$ cat src/rtl/gardner_lock_ctrl.sv
// Lock detector and gain scheduler for a Gardner timing-recovery loop.
// It averages |er| over fixed windows of symbols. In acquisition it waits
// for enough consecutive quiet windows before declaring lock. In tracking
// it waits for enough consecutive noisy windows before declaring loss of
// lock. When acquisition takes too long, the loop filter is cleared and
// acquisition starts again.
module gardner_lock_ctrl #(
   parameter int unsigned WIN_LOG2    = 6,
   parameter logic [15:0] LOCK_THR    = 16'd512,
   parameter logic [15:0] UNLOCK_THR  = 16'd2048,
   parameter int unsigned LOCK_CNT    = 4,
   parameter int unsigned UNLOCK_CNT  = 3,
   parameter int unsigned TIMEOUT_WIN = 32,
   parameter logic [3:0]  ACQ_SHIFT   = 4'd5,
   parameter logic [3:0]  TRK_SHIFT   = 4'd7
) (
   input  logic               clk,
   input  logic               rst,
   input  logic               en,
   input  logic               sym_valid,
   input  logic signed [15:0] er,
   output logic [3:0]         gain_shift,
   output logic               loop_clr,
   output logic               locked,
   output logic [1:0]         state,
   output logic [15:0]        err_mag
);

   typedef enum logic [1:0] {
      IDLE  = 2'd0,
      CLEAR = 2'd1,
      ACQ   = 2'd2,
      TRACK = 2'd3
   } state_t;

   localparam int unsigned ACC_W = 16 + WIN_LOG2;
   localparam int unsigned CNT_W = 16;

   localparam logic [WIN_LOG2-1:0] SYM_ONE     = 1;
   localparam logic [CNT_W-1:0]    CNT_ONE     = 1;
   localparam logic [CNT_W-1:0]    LOCK_LIM    = CNT_W'(LOCK_CNT);
   localparam logic [CNT_W-1:0]    UNLOCK_LIM  = CNT_W'(UNLOCK_CNT);
   localparam logic [CNT_W-1:0]    TIMEOUT_LIM = CNT_W'(TIMEOUT_WIN);

   state_t              cur, nxt;
   logic [ACC_W-1:0]    acc, accNxt, accSum;
   logic [WIN_LOG2-1:0] symCnt, symNxt;
   logic [CNT_W-1:0]    goodCnt, goodNxt, goodInc;
   logic [CNT_W-1:0]    badCnt, badNxt, badInc;
   logic [CNT_W-1:0]    winCnt, winNxt, winInc;
   logic [15:0]         errNxt;
   logic [15:0]         erRaw, erMag, avg;
   logic                winClose, isGood, isBad;

   // Compute the per-sample magnitude with saturation, and the running window
   // sum and average. Only the most negative input needs the saturation: its
   // two's-complement negation does not fit in 16 bits.
   always_comb begin
      erRaw    = er;
      erMag    = (erRaw == 16'h8000) ? 16'h7FFF : (erRaw[15] ? (~erRaw + 16'd1) : erRaw);
      accSum   = acc + {{WIN_LOG2{1'b0}}, erMag};
      avg      = accSum[ACC_W-1:WIN_LOG2];
      winClose = sym_valid && (symCnt == '1);
      isGood   = avg < LOCK_THR;
      isBad    = avg > UNLOCK_THR;
      goodInc  = goodCnt + CNT_ONE;
      badInc   = badCnt + CNT_ONE;
      winInc   = winCnt + CNT_ONE;
   end

   // Compute the next state, the window accumulator, the window-quality
   // counters and the reported error. en low overrides everything, including
   // a window that closes on the same cycle.
   always_comb begin
      nxt     = cur;
      accNxt  = acc;
      symNxt  = symCnt;
      goodNxt = goodCnt;
      badNxt  = badCnt;
      winNxt  = winCnt;
      errNxt  = err_mag;
      if (!en) begin
         nxt     = IDLE;
         accNxt  = '0;
         symNxt  = '0;
         goodNxt = '0;
         badNxt  = '0;
         winNxt  = '0;
      end else begin
         case (cur)
            IDLE, CLEAR: begin
               nxt     = (cur == IDLE) ? CLEAR : ACQ;
               accNxt  = '0;
               symNxt  = '0;
               goodNxt = '0;
               badNxt  = '0;
               winNxt  = '0;
            end
            ACQ: begin
               if (winClose) begin
                  accNxt  = '0;
                  symNxt  = '0;
                  errNxt  = avg;
                  winNxt  = winInc;
                  goodNxt = isGood ? goodInc : '0;
                  if (isGood && (goodInc == LOCK_LIM)) begin
                     nxt     = TRACK;
                     goodNxt = '0;
                     badNxt  = '0;
                     winNxt  = '0;
                  end else if (winInc == TIMEOUT_LIM) begin
                     nxt     = CLEAR;
                     goodNxt = '0;
                     badNxt  = '0;
                     winNxt  = '0;
                  end
               end else if (sym_valid) begin
                  accNxt = accSum;
                  symNxt = symCnt + SYM_ONE;
               end
            end
            TRACK: begin
               if (winClose) begin
                  accNxt = '0;
                  symNxt = '0;
                  errNxt = avg;
                  badNxt = isBad ? badInc : '0;
                  if (isBad && (badInc == UNLOCK_LIM)) begin
                     nxt     = CLEAR;
                     goodNxt = '0;
                     badNxt  = '0;
                     winNxt  = '0;
                  end
               end else if (sym_valid) begin
                  accNxt = accSum;
                  symNxt = symCnt + SYM_ONE;
               end
            end
            default: begin
               nxt = IDLE;
            end
         endcase
      end
   end

   // Hold the state and all counters in registers. The outputs are decoded
   // from the next state, so every output comes straight from a flop.
   always_ff @(posedge clk) begin
      if (!rst) begin
         cur        <= IDLE;
         acc        <= '0;
         symCnt     <= '0;
         goodCnt    <= '0;
         badCnt     <= '0;
         winCnt     <= '0;
         err_mag    <= '0;
         gain_shift <= ACQ_SHIFT;
         locked     <= 1'b0;
         loop_clr   <= 1'b0;
      end else begin
         cur        <= nxt;
         acc        <= accNxt;
         symCnt     <= symNxt;
         goodCnt    <= goodNxt;
         badCnt     <= badNxt;
         winCnt     <= winNxt;
         err_mag    <= errNxt;
         gain_shift <= (nxt == TRACK) ? TRK_SHIFT : ACQ_SHIFT;
         locked     <= (nxt == TRACK);
         loop_clr   <= (nxt == CLEAR);
      end
   end

   assign state = cur;

endmodule
$ cat config.mk
export PLATFORM = sky130hd
export DESIGN_NAME = gardner_lock_ctrl
export DESIGN_NICKNAME = d
export VERILOG_FILES = /design/src/rtl/gardner_lock_ctrl.sv
export SDC_FILE = /design/constraint.sdc
export NUM_CORES = 1
export LEC_CHECK = 0
export ABC_AREA = 0
export CORE_UTILIZATION = 51
export DETAILED_ROUTE_END_ITERATION = 16
export PLACE_DENSITY_LB_ADDON = 0.1
export SETUP_SLACK_MARGIN = 0.1
export SYNTH_ARGS = -nofsm -noshare
export SYNTH_HDL_FRONTEND = slang
export SYNTH_SLANG_ARGS = --single-unit
$ cat constraint.sdc
create_clock -name clk -period 7.99 [get_ports clk]
set_input_delay 1.1985 -clock clk [delete_from_list [all_inputs] [get_ports clk]]
set_output_delay 1.1985 -clock clk [all_outputs]
set_load 0.1 [all_outputs]
# Word level (Yosys, flattened, before mapping)
# Cells that the tools add are included.
[word_totals]
ff_bits = 100
in_bits = 20
out_inout_bits = 24
[op_classes]
add_sub_neg = 6
n_lt_le_gt_ge = 2
n_eq_ne = 15
n_mux = 35
n_bitwise = 1
n_reduce_logical = 10
[op_table]
columns = ["op", "count"]
rows = [
  ["16-bit two-way mux", 17],
  ["16-bit case mux with 3 select lines", 3],
  ["16-bit by 1-bit adder with 16-bit output (second input constant)", 4],
  ["22-bit two-way mux", 2],
  ["22-bit case mux with 2 select lines", 1],
  ["22-bit by 16-bit adder with 22-bit output", 1],
  ["16-bit == test (second input constant)", 1],
  ["16-bit by 2-bit == test with 1-bit output (second input constant)", 1],
  ["16-bit by 3-bit == test with 1-bit output (second input constant)", 1],
  ["16-bit by 6-bit == test with 1-bit output (second input constant)", 1],
  ["16-bit by 12-bit > comparator with 1-bit output (second input constant)", 1],
  ["16-bit by 10-bit < comparator with 1-bit output (second input constant)", 1],
  ["2-bit two-way mux", 8],
  ["16-bit NOT", 1],
  ["6-bit two-way mux", 2],
  ["6-bit case mux with 2 select lines", 1],
  ["3-bit AND reduction", 3],
  ["6-bit by 1-bit adder with 6-bit output (second input constant)", 1],
  ["2-bit == test (second input constant)", 3],
  ["6-bit == test (second input constant)", 1],
  ["2-bit != test (second input constant)", 3],
  ["2-bit case mux with 3 select lines", 1],
  ["2-bit by 1-bit == test with 1-bit output (second input constant)", 2],
  ["2-bit OR reduction", 2],
  ["other kinds (5)", 7],
]

# Longest topological paths before layout
[logic_depth]
depth_word = 13
ltp_mapped = 22

# Least setup slack after synthesis
# No wires, ideal clock.
[synth_timing]
path_type = "input -> register"
startpoint = "input port er[3]"
endpoint = "register badCnt[10]"
setup_time_ns = 0.117
arrival_time_ns = 5.847
path_slack_ns = 2.026
stages = 19
path_buffers = 3
path_cell_list = "or3_1 > nor2_1 > nand2_1 > or2_2 > or4_1 > clkbuf_1 > clkbuf_1 > nand2_1 > ha_1 > a211oi_1 > o21ai_1 > a21oi_1 > xnor2_1 > or4b_1 > o41a_1 > o31a_1 > and2_1 > buf_2 > a22o_1"
[synth_between]
elab_chain_len = 10
elab_cells_between_ends = 18
classes_between = "add/sub: 2; order compare: 2; eq/ne: 2; mux: 8; bitwise: 1; reduce/logical: 3"
[synth_rtl]
columns = ["item", "line_no", "source"]
rows = [
  ["from (decl)", "21", "input logic signed [15:0] er,"],
  ["16-bit NOT", "60", "erMag = (erRaw == 16'h8000) ? 16'h7FFF : (erRaw[15] ? (~erRaw + 16'd1) : erRaw);"],
  ["16-bit by 1-bit adder with 16-bit output", "60", ""],
  ["16-bit two-way mux", "60", ""],
  ["16-bit two-way mux (*)", "60", ""],
  ["22-bit by 16-bit adder with 22-bit output (*)", "61", "accSum = acc + {{WIN_LOG2{1'b0}}, erMag};"],
  ["16-bit by 12-bit > comparator with 1-bit output or 16-bit by 10-bit < comparator with 1-bit output (tied branches)", "65, 64", ""],
  ["16-bit two-way mux, or another cell as far along", "127", "badNxt = isBad ? badInc : '0;"],
  ["16-bit two-way mux (on tied branches)", "128, 106", ""],
  ["16-bit two-way mux (on tied branches)", "123, 100", ""],
  ["16-bit case mux with 3 select lines", "90", "case (cur)"],
  ["to (signal assigned)", "165", "badCnt <= badNxt;"],
  ["to (decl)", "49", "logic [CNT_W-1:0] badCnt, badNxt, badInc;"],
]
# Every way passes the cells marked *; elsewhere a longest branch is shown, timed or not. The select of a mux whose other input is x is not followed.
# A chain may end at the register's enable or synchronous reset.

# Final worst setup path
[layout_timing]
startpoint = "input port er[3]"
endpoint = "register winCnt[14]"
[layout_between]
elab_chain_len = 10
elab_cells_between_ends = 15
classes_between = "add/sub: 2; order compare: 2; eq/ne: 2; mux: 5; bitwise: 1; reduce/logical: 3"
[layout_rtl]
columns = ["item", "line_no", "source"]
rows = [
  ["16-bit NOT", "60", ""],
  ["16-bit by 1-bit adder with 16-bit output", "60", ""],
  ["16-bit two-way mux", "60", ""],
  ["16-bit two-way mux (*)", "60", ""],
  ["22-bit by 16-bit adder with 22-bit output (*)", "61", ""],
  ["16-bit by 10-bit < comparator with 1-bit output", "64", "isGood = avg < LOCK_THR;"],
  ["1-bit logical AND", "106", "if (isGood && (goodInc == LOCK_LIM)) begin"],
  ["16-bit two-way mux", "106", ""],
  ["16-bit two-way mux", "100", "if (winClose) begin"],
  ["16-bit case mux with 3 select lines", "90", ""],
  ["to (signal assigned)", "166", "winCnt <= winNxt;"],
  ["to (decl)", "50", "logic [CNT_W-1:0] winCnt, winNxt, winInc;"],
]
# Marks and branches as above.

==> metrics.cfg <==
[synthesis]
synth_flop_type=sky130_fd_sc_hd__dfxtp_1
postSynthRegisterBits=96
yosys.cell_count.top_type=sky130_fd_sc_hd__nand2_1
post_synth_cell_types=85
syn_area_per_cell_um2=7.77
netlist_instances=846
count_of_flip_flops_with_a_built_in_enable_after_synthesis=0
yosysTopAreaCellShare_pct=29.2
number_of_warning_messages_in_the_yosys_log=0
async_reset_ff_share_pct=0
synth_area_leaders=sky130_fd_sc_hd__dfxtp_1, sky130_fd_sc_hd__nand2_1, sky130_fd_sc_hd__a21oi_1
netlist.top_cell.by_area=sky130_fd_sc_hd__dfxtp_1
syn-cell-area_um2=6580
ys_top_cells_by_count=sky130_fd_sc_hd__nand2_1, sky130_fd_sc_hd__dfxtp_1, sky130_fd_sc_hd__a21oi_1
synth_sequential_area_ratio_pct=29.2

[sta]
final_min_period_over_clock_period_pct=86.4
max_freq_ghz=0.145
worst_clock_skew_ps=9.70
rsz0062_at_grt=no
final.min_clock_period_ps=6910
relSlewSlack_pct=31.8
setup_total_negative_slack_ps=0
finalHoldViolations=0
setup_viol_count_final=0
worst-slew-pin-transition_ps=1020
report.final.slew_viol_count=0

[worst_setup_path]
arrival_ps=7180
kind_of_start_point_of_the_critical_path=input pin
critPathKind=in2reg
required_time_of_the_worst_setup_path_ps=8270
timing.critical_path.fanout_max=16
endpoint_kind=flip-flop

[cts]
cts_sinks=96
path_clk_slew_ps=70
cts_tree=built
cts.repair_timing.setup_buffer_count=0
cts_repair_resize_count=0
cts_hold_buffers=0
worstSkewPairLatency_ps=360
cts_buffers=9
cts_root_buf=sky130_fd_sc_hd__clkbuf_16
max-clock-path-buffers=2
h_tree_lvl_count=3

[routing]
detail_route.first_pass.iterations=5
ant_nets=0
detail_route.drc_violations=0
via_per_inst=6.11
wl_per_cell_um=16.4
via_count=6292
drt_first_iter_violations=576
drt_wl_total_um=16900

[place]
port-buffer-count=40
weighted_congestion_reported_at_the_end_of_routability_driven_placement=0.916
dp.final_hpwl_um=12200

[global_route]
global_route_wire_length_before_repair_um=28100
first_global_vias=5796
antenna_found_initial=0
grt-ovfl-total=0
globalRouteTotalUtil_pct=26.4
grt_max_degree=27

[floorplan]
die-area_um2=13400
floorplan.die.height_um=116
num_io_pins=44
die_width_um=116
core.rowCount=41
initial_utilization_pct=52.1
placeableCoreArea_um2=12600

[run]
timing.max_cap.violations=0

[power]
power.static_leakage_nw=2.59
power.ir.vdd_worst_v=0.000125
pwr_density_cell_nw_per_um2=141

[final_layout]
area_growth_pct=10.2
share_of_post_route_cells_with_drive_strength_above_1_pct=5.48
design.final.nets=897
insertedDiodeCount=0
post-route-util_pct=57.5

[status]
outcome=completed

[min_path]
hold_path.class=reg2reg

-- worst max-delay path, cell delays in order --
cell	delay, ps
sky130_fd_sc_hd__clkdlybuf4s50_1	450
sky130_fd_sc_hd__or3_1	420
sky130_fd_sc_hd__nor2_1	130
sky130_fd_sc_hd__nand2_1	80
sky130_fd_sc_hd__or2_2	310
sky130_fd_sc_hd__or4_1	740
sky130_fd_sc_hd__o211ai_1	260
sky130_fd_sc_hd__ha_1	310
sky130_fd_sc_hd__a211oi_1	450
sky130_fd_sc_hd__o21ai_1	190
sky130_fd_sc_hd__a211oi_1	490
sky130_fd_sc_hd__o21ai_0	180
sky130_fd_sc_hd__xor2_1	200
sky130_fd_sc_hd__o41a_1	530
sky130_fd_sc_hd__nor4b_4	300
sky130_fd_sc_hd__nand2b_1	380
sky130_fd_sc_hd__buf_4	290
sky130_fd_sc_hd__o21ai_0	110
sky130_fd_sc_hd__a21oi_1	140
-- layout by cell type (no fill, tap or decap), types with 13 or more instances in the layout --
cell type and instances:
sky130_fd_sc_hd__or4_1 16, sky130_fd_sc_hd__nor2_1 62, sky130_fd_sc_hd__a21boi_0 17, sky130_fd_sc_hd__or3_1 13, sky130_fd_sc_hd__o21ai_1 28, sky130_fd_sc_hd__nand4_1 20
sky130_fd_sc_hd__o21ai_0 30, sky130_fd_sc_hd__inv_1 21, sky130_fd_sc_hd__clkdlybuf4s50_1 40, sky130_fd_sc_hd__nand2_1 106, sky130_fd_sc_hd__a21oi_1 64, sky130_fd_sc_hd__nor3_1 24
sky130_fd_sc_hd__xnor2_1 23, sky130_fd_sc_hd__mux2i_1 17, sky130_fd_sc_hd__ha_1 24, sky130_fd_sc_hd__xor2_1 23, sky130_fd_sc_hd__nand3_1 29, sky130_fd_sc_hd__dfxtp_1 96
-- where the power goes --
group | total (mW) | switching (mW) | leakage (nW) | internal, mW
Combinational | 0.122 | 0.0785 | 1.68 | 0.0430
Clock | 0.422 | 0.201 | 0.135 | 0.220
Sequential | 0.481 | 0.00147 | 0.773 | 0.480
-- sequential cells by signal (all words and copies together), names as in the netlist --
signal      count
acc            22
badCnt         16
err_mag        16
gain_shift      1
goodCnt        16
loop_clr        1
state           2
symCnt          6
winCnt         16
-- final timing paths --
path	startpoint	endpoint	slack, ps	depth (start not counted)
setup / recovery	er[3]	winCnt[14]	1080	19
setup reg to reg	acc[0]	winCnt[14]	3700	13
hold reg to reg	err_mag[11]	err_mag[11]	470	2
hold / removal	err_mag[11]	err_mag[11]	470	2
-- metal layers --
layer | routed length (µm) | up-vias | global-route usage (%)
li1 | - | 3099 | -
met5 | 0 | - | 0
met2 | 7980 | 169 | 44.6
met3 | 721 | 31 | 5.13
met4 | 280 | 0 | 7.45
met1 | 7930 | 2993 | 34.4
-- layout make-up --
type	instances	area [µm²]
clock buffers	10	239
clock inverters	6	42.5
fillers	1233	5370
inverters	21	78.8
multi-input cells	679	4320
flip-flops and latches	96	1920
well taps	172	215
repair buffers	45	438
-- cells by family after synthesis --
logic type	after synthesis	synth area share [%]
other	2	0.114
multiplexers	18	2.76
AO/OA/AOI/OAI	226	22.1
adder cells (fa/ha/maj)	25	4.87
buffers and inverters	72	5.23
XOR/XNOR	47	6.37
flip-flops	96	29.2
AND/OR/NAND/NOR	360	29.3
-- per-stage QoR --
| stage | std cells | cell area [µm²] | hold WS [ps] | total power [mW] | worst slack, ps |
|---|---|---|---|---|---|
| 2_1_floorplan | 847 | 6580 | 450 | 0.581 | 2030 |
| 3_3_place_gp | 1013 | 6970 | 453 | 0.611 | 940 |
| 3_5_place_dp | 1013 | 6970 | 460 | 0.612 | 805 |
| 4_1_cts | 1029 | 7250 | 470 | 1.03 | 1170 |
| 5_1_grt | 1029 | 7250 | 490 | 1.06 | 500 |
| 6_report | 1029 | 7250 | 466 | 1.02 | 1080 |
(Power assumes the default switching activity.)
